<file path="config.mk">
export PLATFORM = sky130hd
export DESIGN_NAME = fsm_mealy_driver
export DESIGN_NICKNAME = d
export VERILOG_FILES = /design/src/rtl/fsm_mealy_driver_pkg.sv /design/src/rtl/fsm_mealy_driver_model.sv /design/src/rtl/fsm_mealy_driver.sv
export SDC_FILE = /design/constraint.sdc
export NUM_CORES = 1
export LEC_CHECK = 0
export CAP_MARGIN = 20
export CORE_MARGIN = 2
export CORE_UTILIZATION = 49
export CTS_CLUSTER_SIZE = 8
export DETAILED_ROUTE_END_ITERATION = 6
export GPL_TIMING_DRIVEN = 0
export PLACE_DENSITY = 0.9
export SYNTH_ARGS = -nofsm -noshare
export SYNTH_HDL_FRONTEND = slang
export SYNTH_SLANG_ARGS = --single-unit
</file>
<file path="constraint.sdc">
create_clock -name clk -period 2.37 [get_ports clk]
set_clock_uncertainty 0.1 [all_clocks]
set_input_delay 0.5925 -clock clk [delete_from_list [all_inputs] [get_ports clk]]
set_output_delay 0.5925 -clock clk [all_outputs]
set_load 0.01 [all_outputs]
</file>
<file path="src/rtl/fsm_mealy_driver_pkg.sv">
// Shared codes and table functions for the 4-state Mealy controller and its driver.
// T (next state), O (Mealy output) and hop (shortest-path input) are the only source of these tables.
package fsm_mealy_driver_pkg;

  typedef enum logic [1:0] {S0, S1, S2, S3} state_e;
  typedef enum logic [1:0] {A0, A1, A2, A3} in_e;
  typedef enum logic [2:0] {Y0, Y1, Y2, Y3, Y4} out_e;
  typedef enum logic [1:0] {DRV_IDLE, DRV_STEER, DRV_DONE} drv_e;

  localparam int MAX_HOPS = 2;

  function automatic state_e T(input state_e s, input logic [1:0] a);
    state_e n;
    n = S0;
    case (s)
      S0: case (a) 2'd0: n = S1; 2'd1: n = S1; 2'd2: n = S2; default: n = S2; endcase
      S1: case (a) 2'd0: n = S2; 2'd1: n = S3; 2'd2: n = S0; default: n = S2; endcase
      S2: case (a) 2'd0: n = S0; 2'd1: n = S2; 2'd2: n = S1; default: n = S2; endcase
      default: case (a) 2'd0: n = S0; 2'd1: n = S1; 2'd2: n = S3; default: n = S3; endcase
    endcase
    return n;
  endfunction

  function automatic out_e O(input state_e s, input logic [1:0] a);
    out_e y;
    y = Y0;
    case (s)
      S0: y = Y1;
      S1: case (a) 2'd0: y = Y3; 2'd1: y = Y1; 2'd2: y = Y1; default: y = Y3; endcase
      S2: case (a) 2'd0: y = Y2; 2'd1: y = Y0; 2'd2: y = Y1; default: y = Y4; endcase
      default: case (a) 2'd0: y = Y2; default: y = Y3; endcase
    endcase
    return y;
  endfunction

  // First input on a shortest path cur -> tgt; value is irrelevant when cur == tgt.
  function automatic in_e hop(input state_e cur, input state_e tgt);
    in_e a;
    a = A0;
    case (cur)
      S0: case (tgt) S2: a = A2; default: a = A0; endcase
      S1: case (tgt) S0: a = A2; S3: a = A1; default: a = A0; endcase
      S2: case (tgt) S1, S3: a = A2; default: a = A0; endcase
      default: case (tgt) S1: a = A1; default: a = A0; endcase
    endcase
    return a;
  endfunction

endpackage

</file>
<file path="src/rtl/fsm_mealy_driver_model.sv">
// Combinational T/O lookup of the controller tables, used for the shadow update and the checker.
module fsm_mealy_model
  import fsm_mealy_driver_pkg::*;
(
  input  logic [1:0] state_i,
  input  logic [1:0] in_i,
  output logic [1:0] next_o,
  output logic [2:0] out_o
);

  always_comb begin
    next_o = T(state_e'(state_i), in_i);
    out_o  = O(state_e'(state_i), in_i);
  end

endmodule

</file>
<file path="src/rtl/fsm_mealy_driver.sv">
// Steers the Mealy controller to a requested state over the shortest path while shadowing it.
// Optional checker against the controller's out/state ports: define FSM_DRV_CHECK_EN.
module fsm_mealy_driver
  import fsm_mealy_driver_pkg::*;
#(
  parameter logic [1:0] IDLE_IN = 2'b11,
  parameter int         CNT_W   = 8
) (
  input  logic             clk,
  input  logic             reset,
  input  logic             req_valid,
  output logic             req_ready,
  input  logic [1:0]       req_target,
  output logic             done,
  output logic [1:0]       done_state,
  output logic [1:0]       drv_in,
  input  logic [2:0]       dut_out,
  input  logic [2:0]       dut_state,
  output logic             err_flag,
  output logic [CNT_W-1:0] err_count
);

  drv_e       state_q, state_d;
  state_e     shadow_q, shadow_d;
  state_e     target_q, target_d;
  logic [1:0] drv_in_q, drv_in_d;
  logic [1:0] shadow_nxt;
  logic [2:0] exp_out;

  fsm_mealy_model u_model (
    .state_i (shadow_q),
    .in_i    (drv_in_q),
    .next_o  (shadow_nxt),
    .out_o   (exp_out)
  );

  // The shadow follows the controller on every edge, whatever the driver is doing.
  assign shadow_d = state_e'(shadow_nxt);
  assign drv_in   = drv_in_q;

  always_comb begin
    state_d    = state_q;
    target_d   = target_q;
    drv_in_d   = drv_in_q;
    req_ready  = 1'b0;
    done       = 1'b0;
    done_state = 2'b00;
    unique case (state_q)
      DRV_IDLE: begin
        req_ready = 1'b1;
        drv_in_d  = IDLE_IN;
        if (req_valid) begin
          target_d = state_e'(req_target);
          if (shadow_d == state_e'(req_target)) begin
            state_d = DRV_DONE;
          end else begin
            state_d  = DRV_STEER;
            drv_in_d = hop(shadow_d, state_e'(req_target));
          end
        end
      end
      DRV_STEER: begin
        if (shadow_d == target_q) begin
          state_d  = DRV_DONE;
          drv_in_d = IDLE_IN;
        end else begin
          drv_in_d = hop(shadow_d, target_q);
        end
      end
      DRV_DONE: begin
        done       = 1'b1;
        done_state = shadow_q;
        drv_in_d   = IDLE_IN;
        state_d    = DRV_IDLE;
      end
      default: begin
        state_d  = DRV_IDLE;
        drv_in_d = IDLE_IN;
      end
    endcase
  end

  always_ff @(posedge clk or negedge reset) begin
    if (!reset) begin
      state_q  <= DRV_IDLE;
      shadow_q <= S0;
      drv_in_q <= IDLE_IN;
    end else begin
      state_q  <= state_d;
      shadow_q <= shadow_d;
      drv_in_q <= drv_in_d;
    end
  end

  // Target is only read in STEER, after IDLE has loaded it, so it needs no reset.
  always_ff @(posedge clk) begin
    target_q <= target_d;
  end

`ifdef FSM_DRV_CHECK_EN
  logic             mismatch;
  logic             err_flag_q, err_flag_d;
  logic [CNT_W-1:0] err_count_q, err_count_d;

  assign mismatch = (dut_out != exp_out) || (dut_state != {1'b0, shadow_q});

  always_comb begin
    err_flag_d  = err_flag_q;
    err_count_d = err_count_q;
    if (mismatch) begin
      err_flag_d = 1'b1;
      if (err_count_q != {CNT_W{1'b1}}) begin
        err_count_d = err_count_q + {{(CNT_W-1){1'b0}}, 1'b1};
      end
    end
  end

  always_ff @(posedge clk or negedge reset) begin
    if (!reset) begin
      err_flag_q  <= 1'b0;
      err_count_q <= '0;
    end else begin
      err_flag_q  <= err_flag_d;
      err_count_q <= err_count_d;
    end
  end

  assign err_flag  = err_flag_q;
  assign err_count = err_count_q;
`else
  logic unused_chk;
  assign unused_chk = ^{exp_out, dut_out, dut_state};
  assign err_flag   = 1'b0;
  assign err_count  = '0;
`endif

endmodule
</file>
==> impl_metrics.csv, run 1 <==
group,metric,value,unit
floorplanning,die_width,49.7,microns
floorplanning,coreArea,0.00196,sq mm
synth,yosys.area.top_type,"buf_4",
pwr,p_leak,0.495,nW
worst_setup_path,critPathArrivalTime,1.63,ns
cells_and_area,syn_to_final_growth,18.8,%
sta,period_needed,2.32,ns
sta,setup_ws,0.0469,ns
synth,ys_seq_area_share,20.8,%
pwr,power,1.38,mW
cts,cts_max_level,1,
place,io_buffer_count,10,
cells_and_area,fillCellCount,179,
drt,drt_iter0_markers,66,
cells_and_area,seqCellArea,214,sq um
synth,yosys_warnings,0,
drt,postRouteAntennaNets,0,
global_route,grtUsageMet2,36.4,%
synth,dominantRegCellSynth,"dfrtp_1",
worst_setup_path,cp-end-kind,"output port",
synth,ys_types,42,
hold_path,hold_class,"primary input to asynchronous set/reset pin",
cts,clk_pin_slew,0.06,ns
pwr,worst_ir_drop_vdd,503,uV
drt,wl_per_cell,14.9,microns
place,dp.cells,179,
sta,fin_crit_sh,98.0,%
synth,synth.top_cell.area_share,10.3,%
synth,synth_area,0.00102,sq mm
floorplanning,dieArea,0.00247,sq mm
cts,cts_root_buf,"clkbuf_4",
cts,cts_resized,1,
cells_and_area,fin_area,0.00122,sq mm
cts,numCtsBuffers,3,
sta,rsz0062_at_grt,"false",
floorplanning,io_pins,26,
drt,routed_via_density,6.01,
cells_and_area,diodes,0,
global_route,grt_overflow,0,
drt,num_vias,1081,
global_route,grt_pass1_vias,942,
sta,slew_violations,0,
drt,drt-total-wl,2680,microns
cts,cts.sinks,8,
global_route,grt_pass1_wl,4190,microns
floorplanning,rows,16,
synth,synthArstFlopShare,75.0,%
run,maxCapViolCount,0,
synth,synth_area_leaders,"buf_4 (10%), dfrtp_1 (9.8%), edfxtp_1 (5.9%)",
cts,cts.path.max_buffers,2,
sta,fmax,430,MHz
cts,clock_latency,0.26,ns
cells_and_area,drive_gt1_share,21.6,%
sta,hold_violations,0,
synth,synth_enable_flop_cells,2,
sta,finalSetupViolations,0,
floorplanning,die_y,49.7,microns
worst_setup_path,cp_max_fo,10,
global_route,grt_max_degree,20,
pwr,p_per_area,1140,mW/mm^2
place,hpwlAfterDp,2000,microns
drt,drc,0,
cts,tritoncts,"yes",
worst_setup_path,critPathLaunchType,"register",
worst_setup_path,worstPathRequired,1.68,ns
place,gp_congestion,0.954,
drt,drt_pre_antenna_iters,4,
outcome,status,"complete, no violations",
cells_and_area,nets,166,
worst_setup_path,crit_type,"register to output port",
synth,syn_area_per_cell,7.64,sq um
synth,synth_most_common_cell,"buf_4",
global_route,busiest_layer,"met2",
global_route,antenna_found_initial,0,
cts,postCtsHoldBufs,0,
floorplanning,initial_core_util,52.2,%
place,place_area,0.00119,sq mm
global_route,track_usage,21.7,%
cells_and_area,multi_input_area,682,sq um
cts,cts_setup_buffers,0,
global_route,use_met1,26.8,%
place,pre_cts_slack,-0.163,ns
synth,syn_inst,134,
global_route,met3_usage,1.82,%
synth,netlist_top_cells_count,"buf_4 (14), nand2_1 (13), nor2_1 (10)",
synth,ys_seq_elements,8,
cells_and_area,final_cells,180,
==> per-stage QoR <==
stage          hold slack, ns  TNS [ns]  utilization, %
2_1_floorplan           0.197         0               -
3_3_place_gp            0.417    -0.269            60.5
3_5_place_dp            0.442    -0.317            60.5
4_1_cts                 0.452         0            61.4
5_1_grt                 0.463         0            62.0
6_report                0.451         0            62.0
==> metal layers <==
layer,part of all wire [%],vias to the layer above,wire length (microns)
met2,48,58,1290
li1,-,515,-
met5,0,-,0
met3,8.5,12,228
met1,40,496,1070
met4,3.3,0,88
==> power by group <==
| part | internal (mW) | switching (mW) |
|---|---|---|
| combinational | 0.438 | 0.558 |
| sequential | 0.209 | 0.0683 |
| clock | 0.0584 | 0.0525 |
| total | 0.705 | 0.679 |
==> cell type report <==
cell class,count,area share [%]
Sequential cell,8,17.6
Multi-Input combinational cell,107,56.1
Inverter,4,1.23
Buffer,21,12.2
Tap cell,27,2.78
Timing Repair Buffer,10,8.23
Clock buffer,3,1.85
==> cell families after synthesis <==
family / after synthesis / share of synthesized area, %
buffers and inverters: 27 / 16.5
flip-flops: 8 / 20.8
XOR/XNOR: 2 / 1.71
AO/OA/AOI/OAI: 43 / 31.1
other: 1 / 0.366
multiplexers: 3 / 3.42
AND/OR/NAND/NOR: 50 / 26.2
==> sequential cells by signal, indices dropped and copies added (netlist names) <==
register,flops
drv_in,2
shadow_q,2
state_q,2
target_q,2
==> worst max-delay path, stage by stage, from the launching register on <==
cell and delay (ns):
dfrtp_2 0.47, buf_4 0.22, and2_1 0.14, clkdlybuf4s50_1 0.54
==> path summary, 6_finish.rpt <==
| kind | from | end | slack, ns | cells past startpoint |
|---|---|---|---|---|
| worst max-delay path | shadow_q[1] | done_state[1] | 0.05 | 3 |
| worst min-delay path | reset | state_q[1] | 0.45 | 1 |
| worst max register to register | drv_in[1] | state_q[0] | 0.43 | 6 |
| worst min register to register | state_q[1] | state_q[0] | 0.46 | 1 |
| max in group asynchronous | reset | drv_in[0] | 1.46 | 1 |
| min in group clk | state_q[1] | state_q[0] | 0.46 | 1 |
==> placed cells by master (no fill, tap or decap), types with 3 or more instances in the layout <==
| cell type | n |
|---|---|
| a211oi_1 | 4 |
| a21oi_1 | 6 |
| a31oi_1 | 4 |
| a32o_1 | 3 |
| and2_1 | 3 |
| buf_2 | 4 |
| buf_4 | 15 |
| clkbuf_4 | 3 |
| clkdlybuf4s50_1 | 10 |
| conb_1 | 9 |
| dfrtp_1 | 3 |
| inv_1 | 4 |
| nand2_1 | 13 |
| nand2b_1 | 3 |
| nor2_1 | 10 |
| nor2b_1 | 8 |
| nor3_1 | 4 |
| o21ai_0 | 3 |
| o22ai_1 | 4 |
| o31ai_1 | 5 |
(Power assumes the default switching activity.)
==> run 2, diff against run 1 <==
CORE_UTILIZATION = 40   (was 49)
PLACE_DENSITY = 0.77   (was 0.9)
SLEW_MARGIN = 20   (was default)
==> impl_metrics.csv, run 2 (same netlist as run 1, synthesis figures left out) <==
group,metric,value,unit
drt,routed_via_density,5.71,
drt,postRouteAntennaNets,0,
outcome,status,"complete, no violations",
sta,hold_violations,0,
worst_setup_path,critPathLaunchType,"register",
worst_setup_path,cp_slowest_cell,"clkdlybuf4s50_1",
worst_setup_path,crit_path_max_incr_delay,0.53,ns
cells_and_area,final_common_cell,"buf_4",
pwr,clkPwrFrac,7.9,%
floorplanning,die_y,54.6,microns
pwr,p_leak,0.503,nW
sta,relSlewSlack,64.7,%
cells_and_area,drive_gt1_share,20.6,%
drt,drc,0,
drt,wl_per_cell,14.6,microns
global_route,grt_max_degree,11,
cts,cts_setup_buffers,0,
worst_setup_path,path_cells,"buf_6, clkbuf_8, and2_1, clkdlybuf4s50_1",
cts,postCtsHoldBufs,0,
run,maxCapViolCount,0,
cts,cts.path.max_buffers,2,
pwr,p_switching,0.666,mW
worst_setup_path,worstRegToRegCells,6,
drt,drt-total-wl,2710,microns
cts,tritoncts,"yes",
floorplanning,coreArea,0.00245,sq mm
sta,slew_violations,0,
global_route,grt_overflow,0,
cts,clk_pin_slew,0.06,ns
worst_setup_path,critPathArrivalTime,1.62,ns
cells_and_area,fin_area,0.00123,sq mm
hold_path,hold_class,"register to register",
hold_path,min_path_cells,1,
worst_setup_path,cp-end-kind,"output port",
worst_setup_path,cp_max_fo,10,
floorplanning,rows,18,
place,gp_congestion,0.863,
pwr,power.internal,0.725,mW
cells_and_area,diodes,0,
cts,clock_latency,0.25,ns
global_route,track_usage,19.3,%
worst_setup_path,crit_type,"register to output port",
global_route,antenna_found_initial,0,
cts,cts_root_buf,"clkbuf_4",
cts,cts.sinks,8,
sta,period_needed,2.31,ns
worst_setup_path,regToRegSetupSlack,0.40,ns
drt,num_vias,1056,
floorplanning,io_pins,26,
worst_setup_path,path_delay_family,"buffers and inverters",
floorplanning,initial_core_util,41.7,%
drt,drt_iter0_markers,61,
cts,cts_max_level,1,
global_route,grt_pass1_vias,895,
cells_and_area,mostFrequentLayoutCells,"buf_4 (14), nand2_1 (13), nor2_1 (10), clkdlybuf4s50_1 (10)",
worst_setup_path,crit_cells,4,
pwr,seqPwrFrac,19.4,%
sta,fin_hold_ws,0.434,ns
place,io_buffer_count,10,
place,hpwlAfterDp,1990,microns
worst_setup_path,crit_buf_inv,3,
pwr,sw_frac_of_total,47.9,%
floorplanning,dieArea,0.00298,sq mm
cts,cts_resized,4,
cells_and_area,syn_to_final_growth,20.3,%
global_route,grt_pass1_wl,4170,microns
pwr,p_per_area,1130,mW/mm^2
worst_setup_path,worstPathRequired,1.68,ns
sta,fmax,433,MHz
cts,numCtsBuffers,3,
pwr,p_comb_share,72.7,%
sta,fin_crit_sh,97.4,%
sta,worstMarginPinSlew,0.516,ns
floorplanning,die_width,54.6,microns
cells_and_area,nets,167,
place,place_area,0.00119,sq mm
sta,finalSetupViolations,0,
pwr,worst_ir_drop_vdd,780,uV
sta,rsz0062_at_grt,"false",
drt,drt_pre_antenna_iters,4,
-- run 2: cell type report --
cell class              count  area, sq um
inverters                   4         15.0
plain buffers              22          166
repair buffers             10          100
clock buffers               4         26.3
fillers                   244         1220
flip-flops and latches      8          214
multi-input cells         107          672
well taps                  30         37.5
-- run 2: power by group through the flow --
stage / clock network (mW) / registers (mW) / logic [mW]
floorplan: 0 / 0.245 / 0.726
global placement: 0 / 0.244 / 0.964
detailed placement: 0 / 0.246 / 0.983
CTS: 0.115 / 0.263 / 0.989
global route: 0.129 / 0.276 / 1.09
finish: 0.110 / 0.269 / 1.01
-- run 2: path summary, 6_finish.rpt --
kind / start / end
hold / removal: state_q[1] / state_q[0]
setup / recovery: shadow_q[0] / done_state[0]
hold reg to reg: state_q[1] / state_q[0]
min in group asynchronous: reset / shadow_q[0]
setup reg to reg: drv_in[0] / state_q[0]
max in group asynchronous: reset / drv_in[1]
-- run 2: per-stage QoR --
stage / utilization (%) / worst slack (ns) / instances / setup TNS [ns] / power [mW]
floorplan: - / 0.668 / 142 / 0 / 0.972
global placement: 48.5 / -0.130 / 182 / -0.252 / 1.21
detailed placement: 48.5 / -0.172 / 182 / -0.462 / 1.23
CTS: 49.9 / 0.0101 / 185 / 0 / 1.37
global route: 50.2 / 0.00834 / 185 / 0 / 1.50
finish: 50.2 / 0.0617 / 185 / 0 / 1.39
-- run 2: layer usage --
layer	wire (microns)	vias up	global-route usage, %
li1	-	519	-
met1	1190	482	25.4
met2	1340	51	33.1
met3	155	4	4.37
met4	28	0	1.25
met5	0	-	0
==> run 3, diff against run 2 <==
PLACE_DENSITY = default   (was 0.77)
PLACE_DENSITY_LB_ADDON = 0.12   (was default)
==> impl_metrics.csv, run 3 (same netlist as run 1, synthesis figures left out) <==
group,metric,value,unit
place,gp_congestion,0.887,
cts,numCtsBuffers,3,
sta,fmax,442,MHz
cells_and_area,final_common_cell,"buf_4",
cells_and_area,syn_to_final_growth,18.5,%
hold_path,hold_class,"register to register",
drt,routed_via_density,5.78,
drt,drc,0,
global_route,grt_overflow,0,
drt,postRouteAntennaNets,0,
cells_and_area,mostFrequentLayoutCells,"buf_4 (15), nand2_1 (13), nor2_1 (10)",
sta,finalSetupViolations,0,
worst_setup_path,cp_max_fo,10,
floorplanning,rows,18,
cts,cts_max_level,1,
cts,tritoncts,"yes",
cts,clk_pin_slew,0.06,ns
global_route,grt_pass1_vias,848,
worst_setup_path,worstPathRequired,1.68,ns
global_route,track_usage,19.1,%
sta,relSlewSlack,67.4,%
global_route,antenna_found_initial,0,
sta,fin_setup_tns,0,ns
drt,num_vias,1058,
place,hpwlAfterDp,2040,microns
cts,clock_latency,0.25,ns
drt,drt_iter0_markers,31,
global_route,grt_max_degree,20,
cells_and_area,diodes,0,
sta,hold_violations,0,
worst_setup_path,critPathArrivalTime,1.57,ns
global_route,grt_pass1_wl,4110,microns
floorplanning,dieArea,0.00298,sq mm
outcome,status,"complete, no violations",
worst_setup_path,critPathLaunchType,"register",
drt,drt-total-wl,2670,microns
sta,slew_violations,0,
sta,rsz0062_at_grt,"false",
worst_setup_path,cp-end-kind,"output port",
cts,cts.sinks,8,
drt,wl_per_cell,14.6,microns
run,maxCapViolCount,0,
pwr,p_leak,0.503,nW
cts,cts_setup_buffers,0,
sta,worstMarginPinSlew,0.477,ns
pwr,p_per_area,1110,mW/mm^2
place,io_buffer_count,10,
sta,period_needed,2.26,ns
floorplanning,die_y,54.6,microns
cells_and_area,utilization,49.4,%
worst_setup_path,crit_type,"register to output port",
drt,drt_pre_antenna_iters,6,
cts,cts.path.max_buffers,2,
sta,fin_crit_sh,95.5,%
cells_and_area,fillCellCount,255,
pwr,worst_ir_drop_vdd,649,uV
cts,postCtsHoldBufs,0,
floorplanning,coreArea,0.00245,sq mm
cts,cts_root_buf,"clkbuf_4",
floorplanning,io_pins,26,
cells_and_area,nets,166,
floorplanning,die_width,54.6,microns
floorplanning,initial_core_util,41.7,%
cells_and_area,drive_gt1_share,20.3,%
## run 3: changes by cell type in the layout (fill, tap and decap cells not counted)
cell | before | now
buf_4 | 14 | 15
buf_6 | 2 | 1
clkdlybuf4s50_1 | 10 | 9
clkbuf_8 | 1 | 0
clkbuf_1 | 1 | 0
dlymetal6s2s_1 | 0 | 1
## run 3: what timing repair did
item                                    CTS  global route
cloned                                    0             0
endpoints found under the setup margin    2             2
endpoints found under the hold margin     0             0
resized for setup                         1             2
## run 3: area by class of cell
class | instances | area (sq um) | share of cell area, %
buffer | 21 | 149 | 12.3
clock buffer | 3 | 22.5 | 1.86
inverter | 4 | 15.0 | 1.24
multi-input combinational | 107 | 672 | 55.4
sequential | 8 | 214 | 17.6
tap | 30 | 37.5 | 3.10
timing repair buffer | 10 | 103 | 8.46
## run 3: through the flow
stage | setup WS [ns] | power (mW) | cells | hold WS [ns] | area [sq um]
final | 0.106 | 1.35 | 183 | 0.410 | 1210
after global routing | 0.0297 | 1.46 | 183 | 0.440 | 1210
after floorplan | 0.668 | 0.972 | 142 | 0.197 | 1050
after detailed placement | -0.169 | 1.23 | 182 | 0.410 | 1190
after CTS | 0.0272 | 1.33 | 183 | 0.412 | 1210
after global placement | -0.165 | 1.23 | 182 | 0.401 | 1190
## run 3: metal layers
metal  routed length, microns  vias up  global-route usage [%]  part of all wire, %
met4                       10        0                   0.417                 0.37
met2                     1300       48                    30.4                   49
met5                        0        -                       0                    0
met3                      149        3                    4.92                  5.6
li1                         -      517                       -                    -
met1                     1210      490                    27.3                   45
## run 3: worst paths after layout
check | start | end | slack [ns] | depth (start not counted)
setup / recovery | shadow_q[1] | done_state[1] | 0.11 | 3
hold / removal | state_q[1] | state_q[0] | 0.41 | 1
setup reg to reg | drv_in[1] | state_q[0] | 0.45 | 6
hold reg to reg | state_q[1] | state_q[0] | 0.41 | 1
max in group asynchronous | reset | drv_in[1] | 1.39 | 1
min in group asynchronous | reset | shadow_q[0] | 0.49 | 1
## run 3: worst max-delay path: stages (launching register included)
cell and delay (ns):
dfrtp_2 0.45, buf_4 0.21, and2_1 0.14, clkdlybuf4s50_1 0.53
## run 3: report_power, final
group	switching, mW	internal, mW
registers	0.0599	0.209
logic	0.544	0.430
clock network	0.0462	0.0579
total	0.650	0.697
==> RTL change (settings of run 2) <==
Set the parameter `CNT_W` to 6 (it was 8).
--- a/src/rtl/fsm_mealy_driver.sv
+++ b/src/rtl/fsm_mealy_driver.sv
@@ -5,5 +5,5 @@
 #(
   parameter logic [1:0] IDLE_IN = 2'b11,
-  parameter int         CNT_W   = 8
+  parameter int         CNT_W   = 6
 ) (
   input  logic             clk,
Ports: changed (resized err_count); port bits go from 26 to 24. No check against the original RTL was run, so the function may have changed too.
==> RTL change against run 2 <==
Via count decreased by 1.6%; routed wire length decreased by 3.8%; power decreased by 1.7%; sequential cell count unchanged; critical path depth decreased by 1; setup slack got worse by 0.022 ns; largest cell class unchanged; design area decreased by 3.2%; synthesized area decreased by 1.5%.
==> RTL change: results (changes against run 2) <==
metric,value,unit,change
Initial DRC Count,51,,was 61
Placer Congestion,0.923,,was 0.863
synth cell count leaders,"13 x nand2_1, 12 x buf_4, 10 x nor2_1, 9 x nor2b_1, 6 x a21oi_1",,"was 14 x buf_4, 13 x nand2_1, 10 x nor2_1, 9 x nor2b_1, 6 x a21oi_1"
WL met1,1140,um,was 1190 um
Placed Instance Area,0.00117,sq mm,was 0.00119 sq mm
switching power of the nets,0.664,mW,was 0.666 mW
first-pass GRT wire length,4200,um,was 4170 um
Pleak,0.478,nW,was 0.503 nW
Total GRT Usage,19.4,%,was 19.3%
outcome,finished clean,,unchanged
largest net degree at the start of global routing,20,,was 11
WL met2,1270,um,was 1340 um
r2r setup slk,0.42,ns,was 0.40 ns
DP HPWL,1980,um,was 1990 um
nets,162,,was 167
Max Fclk,0.429,GHz,was 0.433 GHz
vias in the first global route,918,,was 895
peak supply drop,0.000770,V,was 0.000780 V
proportion of layout cells with a drive suffix above 1,19.3,%,was 20.6%
"Seq/Total Area, Yosys",21.1,%,was 20.8%
per-cell routed wire length,14.5,um,was 14.6 um
DR vias/cell,5.77,,was 5.71
"top cells by area, synth","dfrtp_1 9.9%, buf_4 8.9%, edfxtp_1 6.0%, nor2b_1 5.6%, dfstp_2 5.2%",,"was buf_4 10%, dfrtp_1 9.8%, edfxtp_1 5.9%, nor2b_1 5.5%, dfstp_2 5.1%"
Mapped Cells,132,,was 134
post-place setup slack,-0.118,ns,was -0.172 ns
beginning of the critical path,shadow_q[1],,was shadow_q[0]
FILL cells,234,,was 244
Worst EP arrival,1.64,ns,was 1.62 ns
RTL change: cell count changes after synthesis:
| cell | run 2 | this run |
|---|---|---|
| buf_4 | 14 | 12 |
RTL change: timing repair:
| item | 4_1_cts | 5_1_grt |
|---|---|---|
| gates resized for setup | 1 | 2 |
| setup endpoints to repair | 2 | 2 |
| cloned | 0 | 0 |
RTL change: metrics by stage:
stage,hold slack (ns),util (%),setup TNS (ns)
6_report,0.426,49.0,0
5_1_grt,0.446,49.0,0
4_1_cts,0.424,48.9,0
3_5_place_dp,0.416,48.0,-0.255
3_3_place_gp,0.411,48.0,-0.436
2_1_floorplan,0.197,-,0
RTL change: area by class of cell:
class / count / area (sq um) / share of cell area, %
Clock buffer: 4 / 26.3 / 2.20
Buffer: 19 / 134 / 11.2
Sequential cell: 8 / 214 / 17.9
Inverter: 4 / 15.0 / 1.26
Tap cell: 30 / 37.5 / 3.15
Multi-Input combinational cell: 105 / 666 / 55.8
Timing Repair Buffer: 10 / 100 / 8.39
RTL change: per-layer routing:
metal	track usage [%]	vias to the layer above
met5	0	-
met4	6.67	0
met3	2.46	6
met2	31.7	45
met1	26.2	477
li1	-	511
RTL change: power groups by stage:
stage	Combinational (mW)	Sequential (mW)	Clock (mW)
after global routing	1.07	0.277	0.125
after global placement	0.963	0.248	0
after CTS	0.952	0.271	0.117
after floorplan	0.723	0.245	0
final	0.979	0.272	0.117
after detailed placement	0.978	0.250	0
RTL change: kinds of logic (layout without fill, tap and decap cells):
kind of cell / Yosys count / after routing / share of synthesized area [%]
buffers and inverters: 25 / 37 / 15.3
AOI/OAI and AO/OA: 43 / 43 / 31.5
xor gates and xnor gates: 2 / 2 / 1.74
DFF: 8 / 8 / 21.1
other: 1 / 7 / 0.372
and+or+nand+nor: 50 / 50 / 26.6
muxes: 3 / 3 / 3.47
RTL change: how the worst min path moves through the flow:
stage          slack, ns  depth (start not counted)        from           to
3_5_place_dp        0.42                          1  state_q[1]   state_q[0]
5_1_grt             0.45                          1  state_q[1]   state_q[0]
4_1_cts             0.42                          1  state_q[1]   state_q[0]
2_1_floorplan       0.20                          0       reset  shadow_q[0]
3_3_place_gp        0.41                          1  state_q[1]   state_q[0]
6_report            0.43                          1  state_q[1]   state_q[0]
RTL change: critical path: cells and delay by family (launching register included):
| kind | cells | cell delay (ns) |
|---|---|---|
| flip-flops | 1 | 0.46 |
| AND/OR/NAND/NOR | 1 | 0.14 |
| buffers and inverters | 2 | 0.78 |
